### config.mk
export PLATFORM = sky130hd
export DESIGN_NAME = ingress_fifo
export DESIGN_NICKNAME = d
export VERILOG_FILES = /design/src/rtl/ingress_fifo.sv
export SDC_FILE = /design/constraint.sdc
export NUM_CORES = 2
export LEC_CHECK = 0
export BUFFER_PORTS_ARGS = -buffer_cell sky130_fd_sc_hd__clkbuf_2
export CORE_UTILIZATION = 60
export DETAILED_ROUTE_END_ITERATION = 12
export PLACE_DENSITY = 0.76
export SYNTH_ARGS = -nofsm -noshare
export SYNTH_HDL_FRONTEND = slang
export SYNTH_SLANG_ARGS = --single-unit
### constraint.sdc
create_clock -name clk -period 8.9 [get_ports clk]
set_input_delay 0.445 -clock clk [delete_from_list [all_inputs] [get_ports clk]]
set_output_delay 0.445 -clock clk [all_outputs]
set_load 0.02 [all_outputs]
### src/rtl/ingress_fifo.sv
// ----------------------------------------------------------------------------
// ingress_fifo
//
// Store-and-forward packet FIFO between the link interface and the sequence
// parser. Words arrive without backpressure and are written speculatively.
// A packet becomes visible to the reader only once its last word has been
// accepted and the packet is known to be legal. Bad packets are rewound out
// of the buffer and counted. Bad means the buffer overflowed, the packet was
// too short or too long, or the length check failed.
//
// Optional feature (compile-time macro):
//   INGRESS_FIFO_LEN_CHECK_EN
//     Compare the header length field against the received word count.
//
// Parameters:
//   DEPTH      word entries (power of two, >= 16)
//   MAX_WORDS  longest accepted packet in words
//
// Ports:
//   clk            sole clock, posedge
//   reset_b        asynchronous active-low reset
//   dataIn         link word, byte 0 in [31:24]
//   dataIn_val     word present this cycle
//   dataIn_last    final word of packet (qualified by dataIn_val)
//   dataOut        head word (0 when dataOut_val=0)
//   dataOut_val    committed word available
//   dataOut_ready  downstream accepts head word
//   dataOut_last   head word ends its packet (0 when dataOut_val=0)
//   dropPulse      one-cycle pulse per discarded packet
//   dropCount      saturating count of discarded packets
// ----------------------------------------------------------------------------
module ingress_fifo #(
    parameter int DEPTH     = 64,
    parameter int MAX_WORDS = 12
) (
    input  logic        clk,
    input  logic        reset_b,
    input  logic [31:0] dataIn,
    input  logic        dataIn_val,
    input  logic        dataIn_last,
    output logic [31:0] dataOut,
    output logic        dataOut_val,
    input  logic        dataOut_ready,
    output logic        dataOut_last,
    output logic        dropPulse,
    output logic [15:0] dropCount
);

    localparam int DATA_W = 32;
    localparam int AW     = $clog2(DEPTH);
    localparam int PW     = AW + 1;

    localparam logic [PW-1:0] DEPTH_P   = PW'(DEPTH);
    localparam logic [15:0]   MAX_W     = 16'(MAX_WORDS);
    localparam logic [15:0]   CNT_SAT   = 16'hFFFF;

    typedef enum logic [1:0] {
        S_IDLE    = 2'd0,
        S_RECV    = 2'd1,
        S_DISCARD = 2'd2
    } state_t;

    // Storage: {last, data}
    logic [DATA_W:0] mem [DEPTH];

    logic [PW-1:0] rd_ptr;
    logic [PW-1:0] wr_spec;
    logic [PW-1:0] wr_commit;
    logic [15:0]   word_cnt;
    state_t        state;
    state_t        state_nxt;

    // Decode outputs of the writer FSM
    logic wr_en;
    logic cnt_load;
    logic commit;
    logic rewind;
    logic drop_now;

    // Shared packet-legality terms
    logic [PW-1:0] occupancy;
    logic          full;
    logic [15:0]   cnt_next;
    logic          too_long;
    logic          too_short;
    logic          len_bad;
    logic          pkt_bad;
    logic          rd_fire;

    // Occupancy counts speculative words too, so an in-flight packet can
    // never overwrite committed data. Uses pre-edge pointers only.
    assign occupancy = wr_spec - rd_ptr;
    assign full      = (occupancy == DEPTH_P);

    // Count including the word presented this cycle.
    assign cnt_next  = (state == S_IDLE) ? 16'd1 : (word_cnt + 16'd1);
    assign too_long  = (cnt_next > MAX_W);
    assign too_short = dataIn_last && (cnt_next < 16'd2);

`ifdef INGRESS_FIFO_LEN_CHECK_EN
    logic        hdr_load;
    logic [15:0] hdr_len;
    logic [16:0] len_plus3;
    logic [16:0] len_words;

    // Header length is little-endian in the first two bytes of word 0.
    always_ff @(posedge clk) begin
        if (hdr_load) begin
            hdr_len <= {dataIn[23:16], dataIn[31:24]};
        end
    end

    assign len_plus3 = {1'b0, hdr_len} + 17'd3;
    assign len_words = len_plus3 >> 2;

    // Only meaningful in RECV; a last word in IDLE is already too short.
    assign len_bad = dataIn_last && (state == S_RECV) &&
                     ((hdr_len < 16'd8) || ({1'b0, cnt_next} != len_words));
`else
    assign len_bad = 1'b0;
`endif

    assign pkt_bad = full || too_long || too_short || len_bad;

    // ------------------------------------------------------------------
    // Writer FSM: state register
    // ------------------------------------------------------------------
    always_ff @(posedge clk or negedge reset_b) begin
        if (!reset_b) begin
            state <= S_IDLE;
        end else begin
            state <= state_nxt;
        end
    end

    // ------------------------------------------------------------------
    // Writer FSM: next-state
    // ------------------------------------------------------------------
    always_comb begin
        state_nxt = state;
        case (state)
            S_IDLE, S_RECV: begin
                if (dataIn_val) begin
                    if (dataIn_last) begin
                        state_nxt = S_IDLE;
                    end else if (pkt_bad) begin
                        state_nxt = S_DISCARD;
                    end else begin
                        state_nxt = S_RECV;
                    end
                end
            end
            S_DISCARD: begin
                if (dataIn_val && dataIn_last) begin
                    state_nxt = S_IDLE;
                end
            end
            default: state_nxt = S_IDLE;
        endcase
    end

    // ------------------------------------------------------------------
    // Writer FSM: outputs
    // ------------------------------------------------------------------
    always_comb begin
        wr_en    = 1'b0;
        cnt_load = 1'b0;
        commit   = 1'b0;
        rewind   = 1'b0;
        drop_now = 1'b0;
`ifdef INGRESS_FIFO_LEN_CHECK_EN
        hdr_load = 1'b0;
`endif
        case (state)
            S_IDLE, S_RECV: begin
                if (dataIn_val) begin
                    if (pkt_bad) begin
                        // Rewind the partial packet; DISCARD eats the rest.
                        rewind   = 1'b1;
                        drop_now = 1'b1;
                    end else begin
                        wr_en    = 1'b1;
                        cnt_load = 1'b1;
                        commit   = dataIn_last;
`ifdef INGRESS_FIFO_LEN_CHECK_EN
                        hdr_load = (state == S_IDLE);
`endif
                    end
                end
            end
            default: ;
        endcase
    end

    // ------------------------------------------------------------------
    // Pointers, word counter, drop reporting
    // ------------------------------------------------------------------
    assign rd_fire = dataOut_val && dataOut_ready;

    always_ff @(posedge clk or negedge reset_b) begin
        if (!reset_b) begin
            rd_ptr    <= '0;
            wr_spec   <= '0;
            wr_commit <= '0;
            word_cnt  <= '0;
            dropPulse <= 1'b0;
            dropCount <= '0;
        end else begin
            if (rd_fire) begin
                rd_ptr <= rd_ptr + PW'(1);
            end

            if (rewind) begin
                wr_spec <= wr_commit;
            end else if (wr_en) begin
                wr_spec <= wr_spec + PW'(1);
            end

            // Commit includes the word written on this same edge.
            if (commit) begin
                wr_commit <= wr_spec + PW'(1);
            end

            if (cnt_load) begin
                word_cnt <= cnt_next;
            end

            dropPulse <= drop_now;
            if (drop_now && (dropCount != CNT_SAT)) begin
                dropCount <= dropCount + 16'd1;
            end
        end
    end

    // Storage array carries no reset.
    always_ff @(posedge clk) begin
        if (wr_en) begin
            mem[wr_spec[AW-1:0]] <= {dataIn_last, dataIn};
        end
    end

    // ------------------------------------------------------------------
    // Read side: asynchronous head read, gated to zero when empty
    // ------------------------------------------------------------------
    logic [DATA_W:0] head;

    assign head         = mem[rd_ptr[AW-1:0]];
    assign dataOut_val  = (rd_ptr != wr_commit);
    assign dataOut      = dataOut_val ? head[DATA_W-1:0] : '0;
    assign dataOut_last = dataOut_val ? head[DATA_W] : 1'b0;

endmodule

==> metrics.cfg <==
[floorplan]
dieArea_um2=140700
start_util_pct=60.58
ios=88
die_w_um=375.1
chipHeight_um=375.1
core_um2=137800
rows=136

[detailed_routing]
post_drt_wl_per_cell_um=36.83
via_per_inst=7.001
wl_met1_um=75800
route.detailed.drc=0
top_layer=met5
met2_length_um=100100
via_count=39805
ant_nets=0
routed-wl-met3_um=24910
wl_um=209400
drt-initial-drc-count=5883
first_pass_iters=5

[power]
internal-power_mw=20.12
ir_worst_vdd_uv=353.2
p_comb_share_pct=29.9
clkPwrFrac_pct=29.5
powerDensity_nw_per_um2=311.2
leakagePower_nw=29.32
seqPwrFrac_pct=40.7
power.switching_mw=8.933
power_mw=29.05
p_sw_share_pct=30.75

[worst_setup_path]
required_ps=8460
r2r-end=mem[50][10]$_DFFE_PP_
reg2reg_slack_ps=3180
crit_path_max_fanout=46
critical_path_class=reg -> out
cp.arrival_ps=6250
end_kind=primary output
reg2regPathDepth=12
worst_setup_path_start_kind=register
r2r_start=rd_ptr[5]$_DFFE_PN0P_

[global_routing]
first_global_vias=40202
grt_pass1_wl_um=298500
antenna_found_initial=3
overflow=0
grt_max_degree=118
gr-usage-all-layers_pct=30.52

[synthesis]
synthSimpleGateAreaFrac_pct=1.804
avgSynthCellArea_um2=23.80
synth_xor_xnor_area_share_pct=0.4405
synth_edf_count=2112
synthArstFlopShare_pct=2.583
synthAdderAreaFrac_pct=0.1498
yosysSeqAreaShare_pct=77.63
synth_top_family_by_area=multiplexers
synth_area_um2=83500
synthMuxAreaShare_pct=18.39
synth_fp_nets=3555
yosys_warnings=0
ys.flop_type=edfxtp_1
synth_compound_area_share_pct=0.5949
netlist_instances=3508
synth_cell_type_count=52
synth-seq-cells=2168

[cells_and_area]
multiInputGateArea_um2=18320
final_cells=5686
final.fill_count=8054
drive_above_1_share_pct=31.56
final_nets=3768
syn2layout_area_growth_pct=11.80
fin_util_pct=67.73
seq_area_um2=64840

[hold_path]
hold_class=in -> reg
hold_depth=2
hold_end=mem[63][12]$_DFFE_PP_
holdCritStartpoint=dataIn[12]

[timing]
finalSetupViolCount=0
final_hold_viol_count=0
finalWorstPathRequiredPeriod_ps=6698
rsz0062_at_grt=false
setup_slack_ps=2202
slew_violations=0
min_period_over_period_pct=75.26
slew_headroom_pct=4.463
tns_ps=0
clock_skew_ps=39.30
worstMarginPinSlew_ps=1433
fmax_ghz=0.1493

[clocking]
cts_resized=0
clk_latency_ps=850
clkTransAtPathRegs_ps=60
htree_levels=4
root_buffer=clkbuf_16
cts_sinks=2168
cts_buffer_depth=3
numCtsBuffers=205
cts_tree=yes

[place]
place_congestion=0.8215
pre_cts_ws_ps=2996
port_buffers=87
dp.cells=5305
place_hpwl_um=108500

[run]
maxCapViolCount=0

[run_status]
status=finished, final reports clean

how the worst max path moves through the flow:
stage	start	to	slack, ps	cells after the start
finish	rd_ptr[0]$_DFFE_PN0P_	dataOut[18]	2200	9
global route	rd_ptr[0]$_DFFE_PN0P_	dataOut[4]	1780	8
CTS	rd_ptr[0]$_DFFE_PN0P_	dataOut[16]	1980	8
detailed placement	rd_ptr[0]$_DFFE_PN0P_	dataOut[16]	3000	8
global placement	rd_ptr[0]$_DFFE_PN0P_	dataOut[16]	3000	8
floorplan	rd_ptr[2]$_DFFE_PN0P_	mem[31][0]$_DFFE_PP_	2280	12
placed cells by master, fill, tap and decap left out, types with 20 or more instances in the layout:
master / count
xnor2_1: 36
clkbuf_16: 209
a211oi_1: 33
nor2_4: 63
mux4_2: 660
mux2i_1: 38
clkinv_2: 43
dfrtp_1: 52
edfxtp_1: 2112
clkbuf_2: 87
nand3_1: 20
buf_4: 105
nand2_1: 87
clkbuf_1: 40
and3_1: 47
clkinv_1: 43
cell type report:
cell class              instances  area share (%)
diodes                          1        0.002681
clock buffers                 251           5.793
clock inverters               126           1.228
inverters                      14         0.06434
multi-input cells            1133           19.62
flip-flops and latches       2168           69.46
well taps                    1794           2.405
repair buffers                199           1.429
critical path: stages (launching register included):
cell	delay, ps
dfrtp_4	840
buf_4	770
buf_4	890
buf_4	780
mux4_2	390
mux4_2	320
nand2_1	110
and3_1	240
a211oi_1	580
clkbuf_2	290
Yosys cell counts, types with 9 or more instances:
master / number / area (µm²)
nand4_1: 17 / 106.4
nand2_1: 87 / 326.6
mux2i_1: 38 / 380.4
nand3_1: 20 / 100.1
dfrtp_1: 56 / 1401
edfxtp_1: 2112 / 63420
o21ai_0: 10 / 50.05
a211oi_1: 33 / 247.7
or3_1: 9 / 56.30
and3_1: 47 / 294.0
ha_1: 10 / 125.1
and2_1: 16 / 100.1
inv_1: 11 / 41.29
buf_1: 43 / 161.4
clkbuf_1: 118 / 442.9
mux4_2: 660 / 14860
xnor2_1: 36 / 315.3
nor2_1: 68 / 255.2
buf_2: 30 / 150.1
per-stage QoR:
step	instance area (µm²)	hold slack [ps]
2_1_floorplan	83500	149.4
3_3_place_gp	86760	477.2
3_5_place_dp	86760	482.4
4_1_cts	93350	223.4
5_1_grt	93350	263.2
6_report	93350	256.7
power groups by stage:
stage	clock network [mW]	registers (mW)	logic [mW]
after floorplan	0	11.8	5.78
after global placement	0	12.0	8.46
after detailed placement	0	12.0	8.53
after CTS	8.62	11.8	8.67
after global routing	8.98	11.8	9.00
final	8.56	11.8	8.67
registers in the layout, indices dropped and copies added, names as in the netlist:
signal     cells
mem         2112
dropCount     16
word_cnt      16
rd_ptr         7
wr_commit      7
wr_spec        7
state          2
dropPulse      1
cells by family after synthesis:
kind of cell / count (synthesis)
AOI/OAI and AO/OA: 70
muxes: 708
DFF: 2168
and+or+nand+nor: 303
buffers and inverters: 207
xor gates and xnor gates: 42
adders and majority gates: 10
repair_timing:
action | 4_1_cts | 5_1_grt
endpoints found under the hold margin | 62 | 0
setup buffers | 0 | 0
hold buffers | 3 | 0
layer usage:
metal | vias to the layer above | GRT usage, %
met5 | - | 0
met4 | 4 | 11.78
met3 | 434 | 7.590
met2 | 2909 | 47.18
met1 | 21022 | 42.76
li1 | 15436 | -
Power figures use the tool's default switching activity.
